**src/rtl/ans_delay_generator.sv**
```systemverilog
// ans_delay_generator
// Responder-side answer-delay gate. After the last RX stop bit it holds off the
// local transmitter for DelaySet_i acquisition ticks, then releases exactly one
// TX start pulse, either for a request already pending or for one that arrives
// while armed. It reports the measured turnaround in ticks on DelayCnt_o.
//
// Ports:
//   clk, rst        system clock; asynchronous active-low reset
//   DelaySet_i      required answer delay in ticks
//   MaxWait_i       ticks to wait for a request after the delay; 0 = forever
//   p_RxFrameEnd_i  pulse at the last RX stop bit; starts/restarts the delay
//   p_TxReq_i       pulse: upper module has a response ready
//   p_Abort_i       pulse: cancel any pending delay or request
//   AcqSig_i        tick strobe (0.1 ms)
//   p_TxStart_o     registered one-cycle start pulse to the TX core
//   p_TxMissed_o    registered one-cycle pulse: no request within MaxWait_i
//   Busy_o          registered, high in DELAY or ARMED
//   DelayCnt_o      elapsed ticks since the last frame end (saturating)
//   State_o         IDLE=00, DELAY=01, ARMED=10
module ans_delay_generator #(
  parameter int unsigned CNT_WIDTH = 16
) (
  input  logic                 clk,
  input  logic                 rst,
  input  logic [CNT_WIDTH-1:0] DelaySet_i,
  input  logic [CNT_WIDTH-1:0] MaxWait_i,
  input  logic                 p_RxFrameEnd_i,
  input  logic                 p_TxReq_i,
  input  logic                 p_Abort_i,
  input  logic                 AcqSig_i,
  output logic                 p_TxStart_o,
  output logic                 p_TxMissed_o,
  output logic                 Busy_o,
  output logic [CNT_WIDTH-1:0] DelayCnt_o,
  output logic [1:0]           State_o
);

  localparam int unsigned LIM_WIDTH = CNT_WIDTH + 1;

  typedef enum logic [1:0] {
    ST_IDLE  = 2'b00,
    ST_DELAY = 2'b01,
    ST_ARMED = 2'b10
  } state_t;

  state_t                 state_q, state_d;
  logic [CNT_WIDTH-1:0]   cnt_q, cnt_d;
  logic                   pending_q, pending_d;
  logic                   tx_start_d, tx_missed_d;

  logic [CNT_WIDTH-1:0]   cnt_inc;
  logic [LIM_WIDTH-1:0]   timeout_lim;
  logic                   delay_done;
  logic                   timed_out;

  // Saturating increment: the counter never wraps back to a small value.
  assign cnt_inc     = (&cnt_q) ? cnt_q : cnt_q + CNT_WIDTH'(1);
  assign delay_done  = (cnt_q >= DelaySet_i);
  // One extra bit so DelaySet_i + MaxWait_i cannot overflow.
  assign timeout_lim = LIM_WIDTH'(DelaySet_i) + LIM_WIDTH'(MaxWait_i);
  assign timed_out   = (MaxWait_i != '0) && (LIM_WIDTH'(cnt_q) >= timeout_lim);

  // Next-state and next-output logic; priority abort > frame end > request > tick/compare.
  always_comb begin
    state_d     = state_q;
    cnt_d       = cnt_q;
    pending_d   = pending_q;
    tx_start_d  = 1'b0;
    tx_missed_d = 1'b0;

    if (p_Abort_i) begin
      state_d   = ST_IDLE;
      pending_d = 1'b0;
    end else begin
      case (state_q)
        ST_IDLE: begin
          if (p_RxFrameEnd_i) begin
            state_d   = ST_DELAY;
            cnt_d     = '0;
            pending_d = p_TxReq_i;
          end else if (p_TxReq_i) begin
            // Unsolicited transmit: no delay constraint outside a frame turnaround.
            tx_start_d = 1'b1;
          end
        end

        ST_DELAY: begin
          if (p_RxFrameEnd_i) begin
            cnt_d     = '0;
            pending_d = pending_q | p_TxReq_i;
          end else begin
            if (AcqSig_i) begin
              cnt_d = cnt_inc;
            end
            if (delay_done) begin
              if (pending_q || p_TxReq_i) begin
                tx_start_d = 1'b1;
                state_d    = ST_IDLE;
                pending_d  = 1'b0;
              end else begin
                state_d = ST_ARMED;
              end
            end else if (p_TxReq_i) begin
              pending_d = 1'b1;
            end
          end
        end

        ST_ARMED: begin
          if (p_RxFrameEnd_i) begin
            state_d   = ST_DELAY;
            cnt_d     = '0;
            pending_d = p_TxReq_i;
          end else begin
            if (AcqSig_i) begin
              cnt_d = cnt_inc;
            end
            // A request in the timeout cycle wins over the miss report.
            if (p_TxReq_i) begin
              tx_start_d = 1'b1;
              state_d    = ST_IDLE;
            end else if (timed_out) begin
              tx_missed_d = 1'b1;
              state_d     = ST_IDLE;
            end
          end
        end

        default: begin
          state_d   = ST_IDLE;
          pending_d = 1'b0;
        end
      endcase
    end
  end

  // State, counter and registered outputs.
  always_ff @(posedge clk or negedge rst) begin
    if (!rst) begin
      state_q      <= ST_IDLE;
      cnt_q        <= '0;
      pending_q    <= 1'b0;
      p_TxStart_o  <= 1'b0;
      p_TxMissed_o <= 1'b0;
      Busy_o       <= 1'b0;
    end else begin
      state_q      <= state_d;
      cnt_q        <= cnt_d;
      pending_q    <= pending_d;
      p_TxStart_o  <= tx_start_d;
      p_TxMissed_o <= tx_missed_d;
      Busy_o       <= (state_d != ST_IDLE);
    end
  end

  assign DelayCnt_o = cnt_q;
  assign State_o    = state_q;

endmodule

```
**config.mk**
```make
export PLATFORM = sky130hd
export DESIGN_NAME = ans_delay_generator
export DESIGN_NICKNAME = d
export VERILOG_FILES = /design/src/rtl/ans_delay_generator.sv
export SDC_FILE = /design/constraint.sdc
export NUM_CORES = 1
export LEC_CHECK = 0
export BUFFER_PORTS_ARGS = -buffer_cell sky130_fd_sc_hd__buf_2
export CAP_MARGIN = 20
export CORE_MARGIN = 2
export CORE_UTILIZATION = 50
export DETAILED_ROUTE_END_ITERATION = 16
export GPL_TIMING_DRIVEN = 0
export PLACE_DENSITY = 0.76
export SLEW_MARGIN = 10
export SYNTH_ARGS = -nofsm -noshare
export SYNTH_HDL_FRONTEND = slang
export SYNTH_SLANG_ARGS = --single-unit
```
**constraint.sdc**
```tcl
create_clock -name clk -period 2.5 [get_ports clk]
set_input_delay 0 -clock clk [delete_from_list [all_inputs] [get_ports clk]]
set_output_delay 0 -clock clk [all_outputs]
set_load 0.005 [all_outputs]
```
==> metrics, run 1 <==
status=finished, violations left; failing checks=setup timing; # diodes=0; drt first pass iters=4; CTS H-tree depth=1; fin crit period=3093 ps; Design Area, Final=3383 um2; mapped cell area=2703 um2; Rows=26; final core occ=65.41%; layout overhead on the synthesized area=25.19%; # fillers=468; Slew HR=62.16%; worst vdd ir=0.2536 mV; placed cell area=3137 um2; sw frac=32.41%; CTS tree=yes; syn avg cell area=8.316 um2; setup tns final=-1050 ps; skew final=8.467 ps; CP peak stage delay=370 ps; sequence of cells on the critical path=buf_6, ha_4, fa_2, a211oi_2, o211ai_2, nand3_1, a21oi_1, xnor2_1, ha_1, nand2_1, a2111oi_4, nand3_2, o221ai_2, o211ai_2, a31o_1, o21a_1, or3b_1; Initial Util=52.25%; Crit Path Class=in -> reg; Remaining DRCs=0; critical path endpoint category=flop; initial antenna violation count=0; Leak=1.710 nW; Final Setup Violations=4; MaxCap Viol Count=0; flops & latches, synth=22; Warnings, synthesis=0; critical path peak fanout=3; Die Y=77.52 um; Clock Path Buffers=2; Skew-Pair Late Insertion Delay=270 ps; largest net degree at the start of global routing=23; clk slew on worst S/H paths=90 ps; die area=6009 um2; period utilisation layout=123.7%; pre-CTS setup slack=-1034 ps; most used cell, CP=o211ai_2; Fin. Hold Viols=0; hold_sp=p_Abort_i; vias in the first global route=2531; Critical Path Source Type=input port; Fmax=323.3 MHz; PwrDens=345.3 nW/um2; total CTS buffers=3; Crit path required time=2650 ps; post-synthesis sequential area ratio=20.37%; Avg Vias per Cell=5.627; total track usage=23.17%; Critical path origin=MaxWait_i[0]; global-route wire length before repair=11.47 mm; I/O Buffers=58; synth unique cells=50; worst min-delay path category=in -> reg; gate count of the mapped netlist=325; final wirelength=6.818 mm; pins over their slew limit=0; clk sink count=22; combinational power share=39.8%; drt initial violations=94; Pint=0.7896 mW; root buf cell=clkbuf_8; CP Buf/Inv Count=1; Slew @ Worst Pin=562.4 ps; register area=550.5 um2; net switching power=0.3786 mW; layout net count=489; fraction of layout cells with a size suffix above 1=25.25%; reg2reg start=DelayCnt_o[7]$_DFFE_PN0P_; vias post-DR=2622; Tot Pwr=1.168 mW; Routed WL per cell=14.63 um; DRT antenna net count=0; Seq pwr share=31.5%; IO Pins=59; core box area=5172 um2; clock power share=28.7%; ys async rst share=100.0%; CP max stage cell=or3b_1; arrival time at the worst endpoint=3250 ps; total gr overflow=0; EDFF count, synth=0; Most used DFF post-synth=dfrtp_1; RSZ-0062 raised after global routing=yes; Setup WS post-layout=-592.9 ps; DP HPWL=5.364 mm; Top delay family on crit path=compound AO/OA/AOI/OAI gates; area of the multi-input gates=2157 um2; gpl congestion=0.8533; die width=77.52 um; Syn Nets=417
## per-stage QoR
stage | cells | hold slack [ps]
after global placement | 453 | -3.322
after floorplan | 325 | -295.6
after global routing | 466 | 64.23
final | 466 | 66.24
after CTS | 463 | 60.97
after detailed placement | 453 | -0.5842
## Yosys cell counts (6+ instances only)
cell / count / share of area (%)
nand3_1: 14 / 2.6
o21ai_0: 21 / 3.9
nand2_1: 19 / 2.6
nor2_1: 25 / 3.5
a21oi_1: 30 / 5.6
xor2_1: 8 / 2.6
or3_1: 7 / 1.6
inv_1: 32 / 4.4
dfrtp_1: 22 / 20
xnor2_1: 14 / 4.5
ha_1: 53 / 25
a21o_1: 6 / 1.7
## cell type report
class | instances | share of cell area [%]
Sequential cell | 22 | 16.27
Clock inverter | 1 | 0.8876
Multi-Input combinational cell | 269 | 63.76
Clock buffer | 3 | 1.220
Buffer | 2 | 0.2219
Inverter | 32 | 3.550
Tap cell | 70 | 2.589
Timing Repair Buffer | 67 | 11.50
## tightest hold or removal path, stage by stage
cell	delay, ps
buf_2	140
nor3_1	60
o21a_1	100
## layer usage
layer  part of all wire [%]  GRT usage, %
met1                     47         30.90
met2                     50         41.22
met3                    2.8         2.558
met4                   0.56         3.214
met5                      0             0
## path summary, 6_finish.rpt
| kind | cells after the start | to | slack, ps |
|---|---|---|---|
| max in group asynchronous | 2 | DelayCnt_o[11]$_DFFE_PN0P_ | 1930 |
| hold reg to reg | 2 | pending_q$_DFFE_PN0P_ | 610 |
| setup reg to reg | 9 | Busy_o$_DFF_PN0_ | -80 |
| setup / recovery | 17 | Busy_o$_DFF_PN0_ | -590 |
| hold / removal | 3 | State_o[0]$_DFF_PN0_ | 70 |
| min in group asynchronous | 2 | DelayCnt_o[3]$_DFFE_PN0P_ | 230 |
## sequential cells by signal, summed over array words and instances, names as in the netlist
signal and cells:
DelayCnt_o 16, State_o 2, Busy_o 1, p_TxMissed_o 1, p_TxStart_o 1, pending_q 1
## cells in the final DEF, fill, tap and decap left out, types with 5 or more instances in the layout
cell / n
buf_4: 8
dfrtp_1: 22
xnor2_1: 14
nand4_1: 5
or3_1: 7
ha_4: 5
nor2_1: 25
o21ai_0: 18
nand2_1: 18
nand3_1: 13
ha_1: 48
a21oi_1: 28
buf_2: 54
inv_1: 32
nor4_1: 5
a21o_1: 6
nor3_1: 5
xor2_1: 8
## kinds of logic after synthesis
family / after synthesis / share of synthesized area, %
buf+inv: 34 / 4.723
simple gates: 98 / 18.33
xor+xnor: 22 / 7.130
fa+ha+maj: 54 / 25.28
compound gates: 95 / 24.17
flops: 22 / 20.37
## timing repair
action,in CTS,in global routing
gates resized for setup,12,9
hold buffers,1,0
hold endpoints to repair,22,0
setup buffers,5,3
pin swaps,10,5
endpoints found under the setup margin,4,14
## power groups by stage
stage                     clock network [mW]  registers (mW)  logic [mW]
after floorplan                            0           0.375       0.304
after global placement                     0           0.375       0.407
after detailed placement                   0           0.375       0.420
after CTS                              0.336           0.368       0.447
after global routing                   0.355           0.370       0.522
final                                  0.335           0.368       0.465
(Power assumes the default switching activity.)
==> inputs of run 2 (changes only) <==
- CORE_UTILIZATION: 50 -> 56
- PLACE_DENSITY: 0.76 -> 0.81
- clock period: 2.5 -> 3.5 ns (I/O delays scaled with it)
==> run 2 against run 1 <==
  * The run now ends clean
  * Via count decreased by 0.34%
  * Highest routed layer unchanged
  * Total power decreased by 36%
  * Clock power decreased by 45%
  * Global-route usage increased by 1.3 points
  * First-iteration DRC count increased to 2.6 times the previous value
  * Critical path type unchanged
  * Setup slack improved by 730 ps
  * Sequential power decreased by 29%
  * Wire length decreased by 5.4%
  * Hold slack improved by 17 ps
==> metrics, run 2 (synthesized netlist as in run 1, its figures left out) <==
period utilisation layout=95.95%; final core occ=67.15%; Die Y=73.47 um; critical path peak fanout=3; Slew HR=62.60%; initial antenna violation count=0; net switching power=0.2566 mW; skew final=3.990 ps; CTS H-tree depth=1; Final Setup Violations=0; Top delay family on crit path=compound AO/OA/AOI/OAI gates; core box area=4692 um2; fin crit period=3358 ps; Fmax=297.8 MHz; Placed Cells=437; gpl congestion=0.9197; Remaining DRCs=0; Slew @ Worst Pin=555.2 ps; pins over their slew limit=0; CP peak stage delay=430 ps; PwrDens=236.6 nW/um2; DP HPWL=5.292 mm; Pint=0.4889 mW; arrival time at the worst endpoint=3510 ps; drt initial violations=241; Post-Layout Cell Count=443; Rows=25; layout net count=482; worst vdd ir=0.1709 mV; Crit Path Class=in -> reg; MaxCap Viol Count=0; DRT antenna net count=0; fraction of layout cells with a size suffix above 1=20.82%; final wirelength=6.453 mm; Skew-Pair Late Insertion Delay=270 ps; clk slew on worst S/H paths=80 ps; Crit path required time=3650 ps; critical path endpoint category=flop; CTS tree=yes; Routed WL per cell=14.57 um; Tot Pwr=0.7454 mW; setup tns final=0 ps; most frequent cells in the layout=buf_2 (58), ha_1 (53), inv_1 (32); I/O Buffers=58; Design Area, Final=3151 um2; Clock Path Buffers=2; layout overhead on the synthesized area=16.57%; total CTS buffers=3; worst min-delay path category=in -> reg; global-route wire length before repair=10.52 mm; IO Pins=59; Critical Path Source Type=input port; vias post-DR=2613; die area=5398 um2; placed cell area=3060 um2; max reg flops=16; drt first pass iters=6; Avg Vias per Cell=5.898; largest net degree at the start of global routing=23; sequence of cells on the critical path=buf_2, ha_1, fa_1, a211oi_2, o211ai_2, nand2_2, a311o_2, xnor2_1, ha_1, nand2_1, a2111oi_4, nand3_2, o221ai_2, o211ai_2, a31o_1, o21a_1, or3b_1; total gr overflow=0; die width=73.47 um; sw frac=34.42%; Fin. Hold Viols=0; Initial Util=57.60%; status=finished clean; # diodes=0; clock power share=24.6%; clk sink count=22; Seq pwr share=35.3%; Leak=1.640 nW; combinational power share=40.1%; CP Buf/Inv Count=1; vias in the first global route=2430; root buf cell=clkbuf_8; commonest non-fill, non-tap cell in the layout=buf_2; total track usage=24.47%; CP max stage cell=fa_1
run 2: routing by layer:
layer	vias to the layer above	GRT usage (%)	share of wire, %
met4	0	2.828	0.70
met2	68	43.65	49
li1	1319	-	-
met5	-	0	0
met3	7	3.292	4.4
met1	1219	32.29	46
run 2: tightest hold or removal path, cell delays in order:
cell    delay (ps)
buf_2          130
nor3_1          70
o21a_1         110
run 2: area by class of cell:
type / count / area (um2)
clock buffers: 4 / 55.05
repair buffers: 60 / 307.8
multi-input cells: 269 / 2042
fillers: 390 / 1541
inverters: 32 / 120.1
well taps: 54 / 67.56
flip-flops and latches: 22 / 550.5
plain buffers: 2 / 7.507
run 2: worst paths after layout:
kind,depth (start not counted),start,slack (ps),endpoint
max in group asynchronous,2,rst,2940,DelayCnt_o[10]$_DFFE_PN0P_
hold reg to reg,2,pending_q$_DFFE_PN0P_,610,pending_q$_DFFE_PN0P_
setup / recovery,17,DelaySet_i[0],140,Busy_o$_DFF_PN0_
hold / removal,3,p_Abort_i,80,State_o[0]$_DFF_PN0_
setup reg to reg,9,DelayCnt_o[10]$_DFFE_PN0P_,860,Busy_o$_DFF_PN0_
min in group asynchronous,2,rst,230,p_TxStart_o$_DFF_PN0_
run 2: repair_timing:
| item | in CTS | in global routing |
|---|---|---|
| setup endpoints to repair | 1 | 1 |
| hold buffers | 1 | 0 |
| pin swaps | 2 | 1 |
| hold endpoints to repair | 22 | 0 |
| setup buffers | 1 | 0 |
| resized for setup | 3 | 3 |
run 2: power groups by stage:
stage	logic (mW)	registers [mW]	clock network (mW)
after CTS	0.295	0.263	0.185
final	0.299	0.263	0.183
after global routing	0.338	0.264	0.193
after detailed placement	0.289	0.268	0
after floorplan	0.207	0.268	0
after global placement	0.277	0.268	0
run 2: stage by stage:
step | hold slack, ps | worst slack, ps
2_1_floorplan | -295.6 | 215.8
4_1_cts | 79.55 | 21.74
3_5_place_dp | -17.94 | -371.2
3_3_place_gp | -18.11 | -281.9
5_1_grt | 102.0 | -8.087
6_report | 82.91 | 141.9
